==> src/rtl/upsampler_interp_100x.sv <==
// upsampler_interp_100x: RATIO-times upsampler with linear interpolation (UPSAMPLER_LINEAR_INTERP_EN) or zero-order hold
module upsampler_interp_100x #(
  parameter int DATA_W = 16,
  parameter int RATIO = 100,
  parameter int RECIP = 655,
  parameter int RECIP_SHIFT = 16
) (
  input  logic                     clk,
  input  logic                     rstn,
  input  logic                     s_valid,
  input  logic signed [DATA_W-1:0] s_data,
  input  logic                     err_clr,
  output logic                     m_valid,
  output logic signed [DATA_W-1:0] m_data,
  output logic                     err_early,
  output logic                     err_late
);
  typedef enum logic [1:0] {IDLE, PRIME, RUN, HOLD} state_t;
  localparam logic [7:0] LAST = 8'(RATIO - 1);
  state_t state, state_nx;
  logic [7:0] phase;
  logic last, early_ev, late_ev, v1;
  logic signed [DATA_W-1:0] prev, curr, base, y;
  assign last = phase == LAST;
  // next state and timing error events
  always_comb begin
    state_nx = state;
    early_ev = state == RUN && s_valid && !last;
    late_ev = state == RUN && !s_valid && last;
    if (s_valid) state_nx = state == IDLE ? PRIME : RUN;
    else if (late_ev) state_nx = HOLD;
  end
  // state, sample history, phase, sticky flags and output pipeline
  always_ff @(posedge clk or negedge rstn) begin
    if (!rstn) begin
      state <= IDLE;
      phase <= '0;
      prev <= '0;
      curr <= '0;
      base <= '0;
      v1 <= 1'b0;
      m_valid <= 1'b0;
      m_data <= '0;
      err_early <= 1'b0;
      err_late <= 1'b0;
    end else begin
      state <= state_nx;
      phase <= s_valid ? '0 : last ? phase : phase + 8'd1;
      if (s_valid) begin
        prev <= curr;
        curr <= s_data;
      end
      err_early <= (err_early & ~err_clr) | early_ev;
      err_late <= (err_late & ~err_clr) | late_ev;
      base <= state == HOLD ? curr : prev;
      v1 <= state == RUN || state == HOLD;
      m_valid <= m_valid | v1;
      m_data <= y;
    end
  end
`ifdef UPSAMPLER_LINEAR_INTERP_EN
  localparam int PW = DATA_W + RECIP_SHIFT + 11;
  localparam logic signed [PW-1:0] HALF = PW'(2 ** (RECIP_SHIFT - 1));
  localparam logic signed [RECIP_SHIFT+1:0] RC = (RECIP_SHIFT + 2)'(RECIP);
  logic signed [DATA_W:0] delta;
  logic signed [DATA_W+8:0] acc;
  logic signed [DATA_W-1:0] frac;
  // segment slope, ramp accumulator and registered scaled offset
  always_ff @(posedge clk or negedge rstn) begin
    if (!rstn) begin
      delta <= '0;
      acc <= '0;
      frac <= '0;
    end else begin
      if (s_valid) begin
        delta <= (DATA_W + 1)'(s_data) - (DATA_W + 1)'(curr);
        acc <= '0;
      end else if (state == RUN && !last) acc <= acc + (DATA_W + 9)'(delta);
      frac <= state == HOLD ? '0 : DATA_W'((PW'(acc) * PW'(RC) + HALF) >>> RECIP_SHIFT);
    end
  end
  assign y = base + frac;
`else
  assign y = base;
`endif
endmodule

==> config.mk <==
export PLATFORM = sky130hd
export DESIGN_NAME = upsampler_interp_100x
export DESIGN_NICKNAME = d
export VERILOG_FILES = /design/src/rtl/upsampler_interp_100x.sv
export SDC_FILE = /design/constraint.sdc
export NUM_CORES = 1
export LEC_CHECK = 0
export ABC_AREA = 1
export ABC_CLOCK_PERIOD_IN_PS = 1300
export BUFFER_PORTS_ARGS = -buffer_cell sky130_fd_sc_hd__clkbuf_2
export CELL_PAD_IN_SITES_DETAIL_PLACEMENT = 0
export CELL_PAD_IN_SITES_GLOBAL_PLACEMENT = 1
export CORE_AREA = 2 2 82 103
export CTS_BUF_LIST = sky130_fd_sc_hd__clkbuf_4 sky130_fd_sc_hd__clkbuf_8 sky130_fd_sc_hd__clkbuf_16
export DETAILED_ROUTE_END_ITERATION = 7
export DIE_AREA = 0 0 84 105
export PLACE_DENSITY = 0.77
export SYNTH_ARGS = -nofsm -noshare
export SYNTH_HDL_FRONTEND = slang
export SYNTH_SLANG_ARGS = --single-unit
==> constraint.sdc <==
create_clock -name clk -period 1.3 [get_ports clk]
set_input_delay 0.13 -clock clk [delete_from_list [all_inputs] [get_ports clk]]
set_output_delay 0.13 -clock clk [all_outputs]
set_load 0.05 [all_outputs]
* Word level (Yosys, flattened, before mapping)
Cells that the tools add are included.
Cells by class: reduce and logical (&&, ||, !) cells 9, shift-type cells 0, $mul 0, div/mod/pow operators 0, bitwise logic cells 6, multiplexer cells 6, equality and inequality tests 4, add/subtract/negate cells 1, $lt $le $gt $ge 0
Operators by type and width (number):
- $mux 16 | 1
- $mux 8 | 2
- $add 8x1->8 const B | 1
- $eq 8x7->1 const B | 1
- $mux 2 | 3
- $eq 2x2->1 const B | 2
- $logic_and 1x1->1 | 4
- $or 1x1->1 | 3
- $and 1x1->1 | 2
- $logic_not 1->1 | 2
- $logic_not 2->1 | 1
- $ne 2x2->1 const B | 1
- $reduce_bool 2->1 | 1
- $logic_or 1x1->1 | 1
- $not 1->1 | 1
Storage, ports and cells: latch bits 0, input port bits 20, word-level logic and storage cells 36, memories 0, ROM bits 0, register bits after elaboration 78, output and inout port bits 19, bits in writable memories 0

* Logic depth before layout (Yosys ltp)
word-level depth 5, gate-level depth with buffers 6, mapped depth without buffers 6

* Worst setup path after synthesis
OpenSTA, ideal clock, no wires.
path type register -> register, from register phase[0], to register phase[0], slack 0.223 ns, setup time 0.118 ns, buffers on the path 0, arrival 0.959 ns, data required time 1.182 ns, cell stages (with the launch flop) 7, period minus slack after synthesis 1.077 ns, cell sequence dfrtp_1 > ha_1 > nand2_2 > nor2_4 > nand2_2 > nand3_1 > nand2_1
On the way: cells in the longest elaborated chain, start to end 3, elaborated cells between the ends (all ways) 5, classes of those cells add/sub (1); eq/ne (2); mux (2)
RTL lines:
- from (decl) | RTL line 21 | logic [7:0] phase;
- from (signal assigned) | RTL line 48 | phase <= s_valid ? '0 : last ? phase : phase + 8'd1;
- $add 8x1->8 | RTL line 48
- $mux 8 (2 in series) | RTL line 48
Parallel ways exist; a longest one is shown, timed or not. The select of a mux whose other input is x is not followed. A chain may end at the register's enable or synchronous reset.

* Worst setup path after layout
from register phase[0], to register phase[1]
The elaborated chain is that of the path after synthesis.

==> summary.txt <==
Clock tree
  – Hold buffers post-CTS: 16
  – Clock-pin slew on the worst setup and hold paths: 80 ps
  – Root buf cell: clkbuf_8
  – Total CTS buffers: 9
  – Post-CTS Setup Bufs: 0
  – Clk buf depth: 2
  – Post-CTS sizing: 0
  – Clk_lat worst skew: 340 ps
  – CTS tree: built
  – H-tree Lvls: 3
  – CTS Sinks: 78

Placed design
  – DP HPWL: 3060 um
  – Placed instance area: 0.00313 mm2
  – IO Port Bufs: 38
  – Gpl congestion: 0.755

Cells and area
  – ANT cells: 0
  – Area growth from synthesis to layout: 23.0%
  – Most common cell after layout, fill and taps aside: dfrtp_1
  – Layout net count: 345
  – Utilization after layout: 44.8%
  – Finished layout cell area: 0.00349 mm2
  – Commonest non-fill, non-tap cells in the layout: dfrtp_1, nand2_1, clkbuf_2
  – Fraction of final layout cells sized beyond drive strength 1: 21.0%
  – Filler Cell Count: 760

Routing
  – Final wirelength: 4720 um
  – DR vias/cell: 4.43
  – DRC errors left: 0
  – TritonRoute pass-1 iters: 4
  – Via count: 1872
  – Initial DRC count: 125
  – Wire per inst: 11.2 um
  – Routed Antenna Nets: 0

Power
  – IR drop worst, VDD: 660 uV
  – Int Pwr: 3800 uW
  – Switching portion of total power: 28.7%
  – Net Sw Power: 1530 uW
  – Leak pwr: 0.00172 uW
  – Clock power share: 33.1%
  – Logic pwr share: 14.7%
  – Flop pwr share: 52.2%
  – PwrDens: 1530 mW/mm2

Yosys
  – Multiplexer share of the synthesized area: 0%
  – Mapped cell area: 0.00284 mm2
  – Syn_area_per_cell: 10.7 um2
  – Mapped Nets: 287
  – Compound-cell area share of the yosys netlist: 10.1%
  – Post-synthesis cell count: 265
  – Yosys warns: 0
  – Yosys cell types: 23
  – Simple-gate area share of the yosys netlist: 13.6%
  – Largest family of logic cells by synthesized area: simple AND/OR/NAND/NOR gates
  – Adder-cell share of the synthesized area: 0.882%
  – Post-synthesis sequential area ratio: 68.8%
  – Post-synthesis register bit count: 78
  – XOR/XNOR Fraction of Synth Area: 0.309%

Global routing
  – Vias in the first global route: 1804
  – First-pass GRT wire length: 8140 um
  – Global Route Usage Sum: 11.9%
  – Initial antenna violation count: 0
  – Grt ovf: 0
  – Largest net degree at the start of global routing: 39

Worst setup path
  – Critical path type: reg -> reg
  – CP endpoint kind: register
  – Slowest cell on crit path: dfrtp_1
  – CP top delay family: flip-flops
  – Worst EP required: 1540 ps
  – WP buf/inv: 0
  – Most numerous cell on the critical path: nand2_2
  – Crit path DAT: 1450 ps
  – CP Max Fanout: 5
  – Startpoint Class: register
  – CP cell instances: ha_1 -> nand2_2 -> nor2_4 -> nand2_2 -> nand3_1 -> nand2_1
  – Critical Path Max Stage Delay: 440 ps

Floorplanning
  – Chip Width: 84 um
  – Chip height: 105 um
  – Core area: 0.00779 mm2
  – Die area: 0.00882 mm2
  – Initial core utilization: 36.4%
  – FP Rows: 36
  – Boundary pin count: 39

Hold path
  – Worst hold path class: in -> reg

STA
  – Worst Tran Pin Value: 369 ps
  – Clk_skew: 8.13 ps
  – Slew headroom: 75.4%
  – Fin. max-slew vios: 0
  – Setup TNS: 0 ps
  – Period utilization: 92.8%
  – Fmax: 0.829 GHz
  – Final Hold Fails: 0
  – Endpoints failing setup: 0
  – Min cycle time layout: 1210 ps
  – RSZ-0062 raised after global routing: no

Job
  – Max-cap violations: 0

Run status
  – Status: completed
==> state kept, by name, indices dropped and copies added, names as in the netlist <==
| name | flops |
|---|---|
| v1 | 1 |
| phase | 8 |
| m_valid | 1 |
| err_late | 1 |
| prev | 16 |
| curr | 16 |
| m_data | 16 |
| state | 2 |
| err_early | 1 |
| base | 16 |
==> metal layers <==
metal  wire length (um)  track usage, %  up-vias  part of all wire, %
met5                  0               0        -                    0
met4                174            7.49        0                  3.7
met3                183            3.63       11                  3.9
met2               2230            19.0       35                   47
met1               2140            14.0      872                   45
li1                   -               -      954                    -
==> area by class of cell <==
class	instances	area, um2	share of cell area (%)
inverters	26	103	2.94
flip-flops and latches	78	1950	55.9
repair buffers	59	415	11.9
clock inverters	7	72.6	2.08
clock buffers	9	124	3.55
multi-input cells	149	706	20.2
well taps	95	119	3.41
==> Yosys cell counts <==
library cell	count	area, um2
clkbuf_1	1	3.75
inv_1	24	90.1
nand2_1	63	236
buf_6	1	11.3
dfrtp_1	78	1950
o21ai_1	26	130
nand4_1	3	18.8
nand3_1	7	35.0
a21oi_1	4	20.0
buf_4	5	37.5
clkbuf_2	1	5.00
nor2_1	7	26.3
buf_2	4	20.0
nor2_2	1	6.26
clkinv_1	1	3.75
inv_6	1	8.76
or2_2	1	6.26
ha_1	2	25.0
nor2_4	2	22.5
o21ai_0	27	135
nand2_2	4	25.0
xor2_1	1	8.76
nand3_2	1	10.0
==> worst reg2reg max path, delay by kind of cell, from the launching register on <==
family | cells | cell delay (ps)
DFF | 1 | 440
and+or+nand+nor | 5 | 430
adders and majority gates | 1 | 230
==> kinds of logic after synthesis <==
kind of cell	count (synthesis)
and+or+nand+nor	89
adders and majority gates	2
xor gates and xnor gates	1
AOI/OAI and AO/OA	57
DFF	78
buffers and inverters	38
==> metrics by stage <==
| step | instances | total power [uW] | hold WS [ps] | setup WS, ps |
|---|---|---|---|---|
| floorplan | 265 | 3350 | -166 | 223 |
| global placement | 391 | 3570 | 69.7 | 188 |
| detailed placement | 391 | 3590 | 73.7 | 99.4 |
| CTS | 423 | 5400 | 16.0 | 87.7 |
| global route | 423 | 5610 | 33.4 | 31.4 |
| finish | 423 | 5330 | 22.9 | 93.9 |
==> power groups by stage <==
stage          Sequential (uW)  Clock (uW)  Combinational, uW
6_report                  2780        1760                784
5_1_grt                   2810        1940                859
3_3_place_gp              2820           0                748
3_5_place_dp              2830           0                759
2_1_floorplan             3100           0                247
4_1_cts                   2780        1830                798
==> worst paths after layout <==
kind	depth (start not counted)	endpoint	start	slack, ps
max in group asynchronous	3	m_data[5]	rstn	540
min reg2reg	0	m_data[15]	base[15]	350
min in group asynchronous	2	curr[2]	rstn	220
max	6	phase[1]	phase[0]	90
min	3	curr[13]	s_data[13]	20
max reg2reg	6	phase[1]	phase[0]	90
Power figures use the tool's default switching activity.
